<file path="config.mk">
export PLATFORM = sky130hd
export DESIGN_NAME = mem_port_arbiter
export DESIGN_NICKNAME = d
export VERILOG_FILES = /design/src/rtl/mem_port_arbiter.sv
export SDC_FILE = /design/constraint.sdc
export NUM_CORES = 1
export LEC_CHECK = 0
export BUFFER_PORTS_ARGS = -buffer_cell sky130_fd_sc_hd__buf_2
export CAP_MARGIN = 25
export CELL_PAD_IN_SITES_DETAIL_PLACEMENT = 1
export CELL_PAD_IN_SITES_GLOBAL_PLACEMENT = 1
export CORE_ASPECT_RATIO = 0.9
export CORE_MARGIN = 10
export CORE_UTILIZATION = 37
export CTS_CLUSTER_DIAMETER = 50
export DETAILED_ROUTE_END_ITERATION = 8
export GPL_ROUTABILITY_DRIVEN = 0
export PLACE_DENSITY_LB_ADDON = 0.1
export SKIP_LAST_GASP = 1
export SLEW_MARGIN = 20
export SYNTH_ARGS = -nofsm -noshare
export SYNTH_HDL_FRONTEND = slang
export SYNTH_SLANG_ARGS = --single-unit
</file>
<file path="constraint.sdc">
create_clock -name clk -period 3.4 [get_ports clk]
set_input_delay 0.68 -clock clk [delete_from_list [all_inputs] [get_ports clk]]
set_output_delay 0.68 -clock clk [all_outputs]
set_load 0.05 [all_outputs]
</file>
<file path="src/rtl/mem_port_arbiter.sv">
// rtl/mem_port_arbiter.sv - fetch/data arbiter for a single-ported unified memory
//
// Shares one single-ported memory between the instruction-fetch port and the
// data load/store port. Each requester holds a level request until it sees a
// one-cycle acknowledge. One access runs at a time and keeps the memory
// strobes up for MEM_LAT cycles. Read data is registered per port.
//
// Optional build macro: ARB_ROUND_ROBIN_EN
//   defined   - when both ports request together, the port that did not win
//               the previous grant wins this one
//   undefined - fixed priority: the data port always wins over fetch
//
// Parameters: MEM_LAT (1..15 access cycles), AW (address width), DW (data width)
// Ports:
//   clk, reset                  clock, synchronous active-low reset
//   if_req/if_addr              fetch request (level) and address
//   if_rdata/if_ack             registered fetch data, one-cycle completion pulse
//   d_req/d_we/d_addr/d_wdata   data request, store enable, address, store data
//   d_rdata/d_ack               registered load data, one-cycle completion pulse
//   mem_en/mem_we/mem_addr/mem_wdata/mem_rdata  memory interface
//   stall                       holds the PC while an access is outstanding
//   busy                        arbiter FSM is not idle

`timescale 1ns/1ps

module mem_port_arbiter #(
    parameter int MEM_LAT = 2,
    parameter int AW      = 32,
    parameter int DW      = 32
) (
    input  logic          clk,
    input  logic          reset,
    input  logic          if_req,
    input  logic [AW-1:0] if_addr,
    output logic [DW-1:0] if_rdata,
    output logic          if_ack,
    input  logic          d_req,
    input  logic          d_we,
    input  logic [AW-1:0] d_addr,
    input  logic [DW-1:0] d_wdata,
    output logic [DW-1:0] d_rdata,
    output logic          d_ack,
    output logic          mem_en,
    output logic          mem_we,
    output logic [AW-1:0] mem_addr,
    output logic [DW-1:0] mem_wdata,
    input  logic [DW-1:0] mem_rdata,
    output logic          stall,
    output logic          busy
);

    if (MEM_LAT < 1 || MEM_LAT > 15) begin : g_mem_lat_range
        $error("mem_port_arbiter: MEM_LAT must be within 1..15");
    end

    localparam logic [3:0] LAT_M1 = 4'(MEM_LAT - 1);

    typedef enum logic [1:0] {
        S_IDLE,
        S_ACCESS,
        S_DONE
    } state_t;

    state_t        state_q;
    logic [3:0]    cnt_q;
    logic          win_d_q;      // 1 = data port owns the current access
    logic          if_ack_q;
    logic          d_ack_q;
    logic          mem_en_q;
    logic          mem_we_q;
    logic [AW-1:0] mem_addr_q;
    logic [DW-1:0] mem_wdata_q;
    logic [DW-1:0] if_rdata_q;
    logic [DW-1:0] d_rdata_q;
    logic          grant_d_d;    // data port wins if arbitration happens this cycle

`ifdef ARB_ROUND_ROBIN_EN
    logic          last_d_q;     // 1 = data port won the previous grant

    // On a tie the port that did not win last time goes first.
    always_comb begin
        grant_d_d = d_req & (~if_req | ~last_d_q);
    end
`else
    always_comb begin
        grant_d_d = d_req;
    end
`endif

    always_ff @(posedge clk) begin
        if (!reset) begin
            state_q     <= S_IDLE;
            cnt_q       <= 4'd0;
            win_d_q     <= 1'b0;
            if_ack_q    <= 1'b0;
            d_ack_q     <= 1'b0;
            mem_en_q    <= 1'b0;
            mem_we_q    <= 1'b0;
            mem_addr_q  <= '0;
            mem_wdata_q <= '0;
            if_rdata_q  <= '0;
            d_rdata_q   <= '0;
`ifdef ARB_ROUND_ROBIN_EN
            last_d_q    <= 1'b0;
`endif
        end else begin
            // Acks are single-cycle pulses raised only on the ACCESS->DONE edge.
            if_ack_q <= 1'b0;
            d_ack_q  <= 1'b0;
            case (state_q)
                S_IDLE: begin
                    if (if_req || d_req) begin
                        state_q    <= S_ACCESS;
                        cnt_q      <= 4'd0;
                        win_d_q    <= grant_d_d;
                        mem_en_q   <= 1'b1;
                        mem_we_q   <= grant_d_d & d_we;
                        mem_addr_q <= grant_d_d ? d_addr : if_addr;
                        if (grant_d_d) begin
                            mem_wdata_q <= d_wdata;
                        end
`ifdef ARB_ROUND_ROBIN_EN
                        last_d_q   <= grant_d_d;
`endif
                    end
                end
                S_ACCESS: begin
                    cnt_q <= cnt_q + 4'd1;
                    if (cnt_q == LAT_M1) begin
                        state_q  <= S_DONE;
                        mem_en_q <= 1'b0;
                        mem_we_q <= 1'b0;
                        // mem_we_q still reflects the access being finished here.
                        if (!mem_we_q) begin
                            if (win_d_q) begin
                                d_rdata_q <= mem_rdata;
                            end else begin
                                if_rdata_q <= mem_rdata;
                            end
                        end
                        if (win_d_q) begin
                            d_ack_q <= 1'b1;
                        end else begin
                            if_ack_q <= 1'b1;
                        end
                    end
                end
                S_DONE: begin
                    state_q <= S_IDLE;
                end
                default: begin
                    state_q <= S_IDLE;
                end
            endcase
        end
    end

    assign if_ack    = if_ack_q;
    assign d_ack     = d_ack_q;
    assign if_rdata  = if_rdata_q;
    assign d_rdata   = d_rdata_q;
    assign mem_en    = mem_en_q;
    assign mem_we    = mem_we_q;
    assign mem_addr  = mem_addr_q;
    assign mem_wdata = mem_wdata_q;
    assign busy      = (state_q != S_IDLE);
    assign stall     = (if_req & ~if_ack_q) | (d_req & ~d_ack_q);

endmodule
</file>
Yosys cells after proc, flatten, opt, wreduce, memory -nomap -nowiden. Cells that the tools add are included.

Input port bits: 133. Register bits after elaboration: 139. Output and inout bits: 134.

Equal/unequal tests: 4. Bitwise logic cells: 8. Add/subtract/negate cells: 1. Mux-type cells: 13. Reduce and logical (&&, ||, !) cells: 12.

Operator list (count): 2-to-1 mux 32 bit (1); AND reduction 3 bit (3); case mux 4 bit (2 select lines) (1); AND reduction 4 bit (2); AND reduction 2 bit (3); 2-to-1 mux 1 bit (5); adder 4 x 1 -> 4 bit, second input constant (1); == test 4 x 1 -> 1 bit, second input constant (1); 2-to-1 mux 2 bit (2); 2-to-1 mux 4 bit (1); != test 2 bit, second input constant (2); NOT 1 bit (4); case mux 1 bit (2 select lines) (2); case mux 2 bit (2 select lines) (1); nonzero test 2 bit (2); bitwise AND 1 bit (3); == test 2 x 1 -> 1 bit, second input constant (1); zero test 2 bit (1); logical OR 1 bit (1); bitwise OR 1 bit (1).

Depth between registers and ports, before layout. Gate-level depths: netlist of run 1.

Depth after elaboration: 3. Gate-level depth with buffers: 6.

Least setup slack after synthesis of run 1. No wires, ideal clock.

Path type: in2out. Start: input port d_req. End: output port stall. Slack: 0.829 ns. Arrival time: 1.891 ns. Required time: 2.720 ns. Stages: 4. Path through: buf_4 > buf_2 > inv_1 > o22ai_1.

Longest elaborated chain between the ends: 2.

RTL lines: start: declaration (line 37) `input logic d_req,`; bitwise AND 1 bit (line 167) `assign stall = (if_req & ~if_ack_q) | (d_req & ~d_ack_q);`; bitwise OR 1 bit (line 167); end: declaration (line 48) `output logic stall,`.

No other way between the ends.

Final worst setup path of run 1.
Start: register state_q[0]. End: register d_rdata_q[8] (netlist: d_rdata[8]).

Longest elaborated chain between the ends: 2.

RTL lines: start: declaration (line 64) `state_t state_q;`; start signal: assignment (line 92) `state_q <= S_IDLE;`; start signal: assignment (line 113) `state_q <= S_ACCESS;`; start signal: assignment (line 130) `state_q <= S_DONE;`; == test 2 x 1 -> 1 bit (line 110) `case (state_q)`; AND reduction 4 bit (no line); end signal: assignment (line 136) `d_rdata_q <= mem_rdata;`; end: declaration (line 74) `logic [DW-1:0] d_rdata_q;`.

No other way between the ends. A chain may end at the register's enable or synchronous reset.

==> impl_metrics.tcl, run 1 <==
set metrics [dict create \
    status "complete, no violations" \
    ys_warn_count 0 \
    cap_viol_max_count 0 \
    dpl.hpwl_mm 13.9 \
    overflow 0 \
    critPathMaxFanout 32 \
    start_util_pct 38.1 \
    grt_max_degree 78 \
    cp.required_ns 3.73 \
    syn_nets 684 \
    drive_gt1_share_pct 38.3 \
    grtUsageTotal_pct 17.4 \
    synth_edf_count 0 \
    cts.sinks 139 \
    tritoncts "yes" \
    htree_num_levels 4 \
    cp.buffers_inverters 0 \
    cts_root_buffer "clkbuf_16" \
    drtAntennaViolNets 0 \
    synth_top_area_share_pct 49.1 \
    end_kind "flop" \
    synth-main-ff-cell "dfxtp_1" \
    antenna_found_initial 0 \
    slowest_delay_ns 0.75 \
    finalSetupViolations 0 \
    async_flop_share_pct 0 \
    crit_family "simple AND/OR/NAND/NOR gates" \
    final_cell_area_sq_um 7780 \
    synth.largest_area_cell "dfxtp_1" \
    drt_iter0_markers 110 \
    synth_area_leaders "dfxtp_1 (49%), mux2i_1 (23%), nand2_1 (6.6%), o211a_1 (5.6%), nor2b_1 (4.0%)" \
    post_cts_buffers 0 \
    via_per_inst 4.89 \
    die_h_microns 137 \
    dieWidth_microns 151 \
    core_sq_um 14900 \
    final_nets 933 \
    crit_chain "nor2b_1 -> nand4b_4 -> mux2i_1" \
    yosysSeqAreaShare_pct 49.1 \
    first_pass_iters 4 \
    r2r_slack_ns 1.21 \
    report.final.slew_viol_count 0 \
    hold_violations 0 \
    yosys.cell_count.top_type "dfxtp_1" \
    post_cts_resize_count 0 \
    crit_type "reg2reg" \
    grt_pass1_wl_mm 28.4 \
    hold_path_class "reg2reg" \
    cp-start-kind "flop" \
    p_per_area_nw_per_um2 612 \
    period_share_pct 64.5 \
    holdWs_ns 0.457 \
    synth_cell_types 34 \
    clk_latency_ns 0.42 \
    peakVddDrop_mv 0.353 \
    avgSynthCellArea_sq_um 10.3 \
    grt_pass1_vias 5425 \
    slew_headroom_pct 43.8 \
    ys_ff_latch 139 \
    cts.clk_slew.worst_paths_ns 0.06 \
    fin_crit_ns 2.19 \
    row_count 42 \
    rsz0062_at_grt "no" \
    synth_common_cells "dfxtp_1 (139), mux2i_1 (129), nand2_1 (99)" \
    cp.arrival_ns 2.52 \
    route.detailed.drc 0 \
    fp.dieArea_sq_um 20700 \
    wl_mm 18.4 \
    slowest_stage "nand4b_4" \
    n_antenna_cell 0 \
    io-pin-count 267 \
    max_freq_mhz 456 \
    cts_max_path_buffers 2 \
    vias 4927 \
    leakage_nw 4.43 \
    cts_made_buffers 17 \
    io_buffers 266 \
    dpl_cell_area_sq_um 7090 \
    cts.hold.buffers_added 0 \
    wire_per_inst_microns 18.2 \
    setup_tns_ns 0 \
    fin_worst_skew_ns 0.0103 \
    syn-cell-area_sq_um 5670 \
    worst_slew_pin_slew_ns 0.841 \
    synth_cells 549 \
    area_delta_synth_final_pct 37.2 \
]
[area by class of cell]
class | count | area (sq um)
Clock buffer | 20 | 447
Clock inverter | 11 | 241
Fill cell | 1764 | 7090
Inverter | 4 | 15.0
Multi-Input combinational cell | 362 | 2640
Sequential cell | 139 | 2780
Tap cell | 198 | 248
Timing Repair Buffer | 274 | 1410
[cell usage in the layout, fill, tap and decap left out, drive strengths merged, types with 2 or more instances in the layout]
cell / instances
buf: 274
dfxtp: 139
mux2i: 129
nand2: 99
nor2b: 36
nand3: 34
o211a: 32
clkbuf: 20
bufinv: 7
nor2: 6
inv: 4
clkinv: 4
o21a: 3
nand2b: 2
o31ai: 2
o211ai: 2
a21boi: 2
and2: 2
ha: 2
nor3b: 2
[state kept, by name, indices dropped and copies added (netlist names)]
name / count
cnt_q: 4
d_ack: 1
d_rdata: 32
if_ack: 1
if_rdata: 32
mem_addr: 32
mem_en: 1
mem_wdata: 32
mem_we: 1
state_q: 2
win_d_q: 1
[worst paths after layout]
| path | end | cells past startpoint | from |
|---|---|---|---|
| max | d_rdata[8] | 3 | state_q[0] |
| min | mem_en | 2 | mem_en |
| max reg2reg | d_rdata[8] | 3 | state_q[0] |
| min reg2reg | mem_en | 2 | mem_en |
[through the flow]
stage / total power, mW / setup WS (ns) / util [%] / instances
6_report: 4.76 / 1.21 / 52.3 / 1008
3_3_place_gp: 2.64 / 1.24 / 47.7 / 977
5_1_grt: 4.96 / 0.943 / 52.3 / 1008
4_1_cts: 4.83 / 1.16 / 52.3 / 1008
3_5_place_dp: 2.66 / 1.20 / 47.7 / 977
2_1_floorplan: 2.41 / 0.829 / - / 549
[metal layers]
layer	vias up	wire, microns	track usage [%]
met2	167	9270	30.5
li1	2390	-	-
met1	2352	7030	18.2
met4	0	259	5.66
met3	18	1810	7.87
met5	-	0	0
[report_power, final]
group	internal, mW	leakage [nW]	switching (mW)
Clock	1.47	0.334	0.678
Combinational	0.257	2.96	0.585
Sequential	1.72	1.14	0.0522
[cell families after synthesis]
kind of cell | count (synthesis) | synth area share, %
AND/OR/NAND/NOR | 186 | 16.0
flip-flops | 139 | 49.1
multiplexers | 129 | 22.8
AO/OA/AOI/OAI | 45 | 7.32
adder cells (fa/ha/maj) | 2 | 0.441
buffers and inverters | 48 | 4.43
[worst reg2reg max path, stage by stage, from the launching register on]
cell      delay [ns]
dfxtp_1         0.40
nor2b_1         0.57
nand4b_4        0.75
mux2i_1         0.40
No activity file was read; power rests on OpenSTA's default activity.
==> inputs of run 2 (changes only) <==
CORE_UTILIZATION = 31   (was 37)
clock period = 1.99 ns   (was 3.4 ns; I/O delays follow)
==> impl_metrics.tcl, run 2 (synthesized netlist as in run 1, its figures left out) <==
set metrics [dict create \
    status "complete, no violations" \
    fp.dieArea_sq_um 24100 \
    met2_usage_pct 26.9 \
    rsz0062_at_grt "no" \
    setup_tns_ns 0 \
    critPathMaxFanout 4 \
    final_nets 934 \
    cap_viol_max_count 0 \
    wl_mm 18.6 \
    start_util_pct 31.9 \
    fillers 2097 \
    row_count 46 \
    io_buffers 266 \
    drive_gt1_share_pct 38.8 \
    cts_made_buffers 17 \
    peakVddDrop_mv 0.476 \
    area_delta_synth_final_pct 37.7 \
    post_cts_buffers 0 \
    antenna_found_initial 0 \
    n_antenna_cell 0 \
    gr-max-usage-layer "met2" \
    vias 4848 \
    grt_pass1_vias 5461 \
    grt_pass1_wl_mm 28.8 \
    grtUsageTotal_pct 14.9 \
    p_per_area_nw_per_um2 969 \
    dpl.hpwl_mm 14.1 \
    route.detailed.drc 0 \
    drt_iter0_markers 132 \
    fin_crit_ns 1.74 \
    cp.required_ns 1.59 \
    cts.clk_slew.worst_paths_ns 0.06 \
    cts.sinks 139 \
    fin_worst_skew_ns 0.00768 \
    end_kind "output port" \
    drtAntennaViolNets 0 \
    cts_root_buffer "clkbuf_16" \
    max_freq_mhz 575 \
    slew_headroom_pct 42.0 \
    clk_latency_ns 0.41 \
    grt_max_degree 73 \
    core_sq_um 17800 \
    via_per_inst 4.61 \
    hold_violations 0 \
    r2r_slack_ns 0.37 \
    die_h_microns 148 \
    cp.arrival_ns 1.34 \
    grt_use_met3_pct 5.60 \
    worst_slew_pin_slew_ns 0.867 \
    report.final.slew_viol_count 0 \
    htree_num_levels 4 \
    first_pass_iters 5 \
    period_share_pct 87.4 \
    cts.hold.buffers_added 0 \
    cts_max_path_buffers 2 \
    tritoncts "yes" \
    crit_type "reg2out" \
    fin_util_pct 43.9 \
    dieWidth_microns 163 \
    use_met1_pct 15.6 \
    cp-start-kind "flop" \
    io-pin-count 267 \
    finalSetupViolations 0 \
    leakage_nw 4.41 \
    overflow 0 \
    mostFrequentLayoutCell "buf_2" \
    post_cts_resize_count 0 \
    wire_per_inst_microns 17.7 \
    hold_path_class "in2reg" \
    final_cell_mix "buf_2 (265), dfxtp_1 (139), mux2i_1 (129)" \
]
[run 2: changes by cell type in the layout (fill, tap and decap cells not counted), moves of 2 or more]
| cell | delta |
|---|---|
| buf_4 | -4 |
| buf_12 | +5 |
| bufinv_16 | -6 |
| clkbuf_1 | -2 |
| clkinv_2 | +3 |
| clkinvlp_4 | +3 |
| clkbuf_8 | +4 |
[run 2: stage by stage]
step	power [mW]	hold slack [ns]	setup WS, ns	instances	instance area, sq um
floorplan	4.12	0.467	0.307	549	5680
global placement	4.53	0.434	0.351	1020	7220
detailed placement	4.57	0.448	0.285	1020	7220
CTS	7.69	0.232	0.223	1052	7810
global route	7.93	0.245	0.164	1052	7810
finish	7.56	0.248	0.251	1052	7810
[run 2: path summary, 6_finish.rpt]
path / startpoint / end / depth (start not counted)
worst max-delay path: state_q[1] / busy / 3
worst min-delay path: d_wdata[12] / mem_wdata[12] / 3
worst max register to register: state_q[1] / mem_we / 4
worst min register to register: mem_en / mem_en / 2
[run 2: power breakdown]
part / switching (mW) / leakage [nW] / internal, mW / total, mW
logic: 0.998 / 2.99 / 0.454 / 1.45
clock network: 1.20 / 0.284 / 1.88 / 3.08
registers: 0.0864 / 1.14 / 2.94 / 3.03
[run 2: final cells by class]
| cell class | instances | area (sq um) | area share, % |
|---|---|---|---|
| inverters | 4 | 15.0 | 0.192 |
| repair buffers | 275 | 1480 | 18.9 |
| clock buffers | 22 | 494 | 6.33 |
| multi-input cells | 362 | 2650 | 33.9 |
| clock inverters | 10 | 90.1 | 1.15 |
| flip-flops and latches | 139 | 2780 | 35.6 |
| well taps | 240 | 300 | 3.85 |
[run 2: worst max-delay path, cell delays in order, from the launching register on]
cell     delay, ns
dfxtp_1       0.40
nor2_2        0.07
inv_1         0.14
buf_2         0.32
[run 2: layer usage]
metal,vias up,wire length [microns]
met4,0,317
li1,2382,-
met1,2299,7360
met5,-,0
met2,146,9560
met3,21,1350
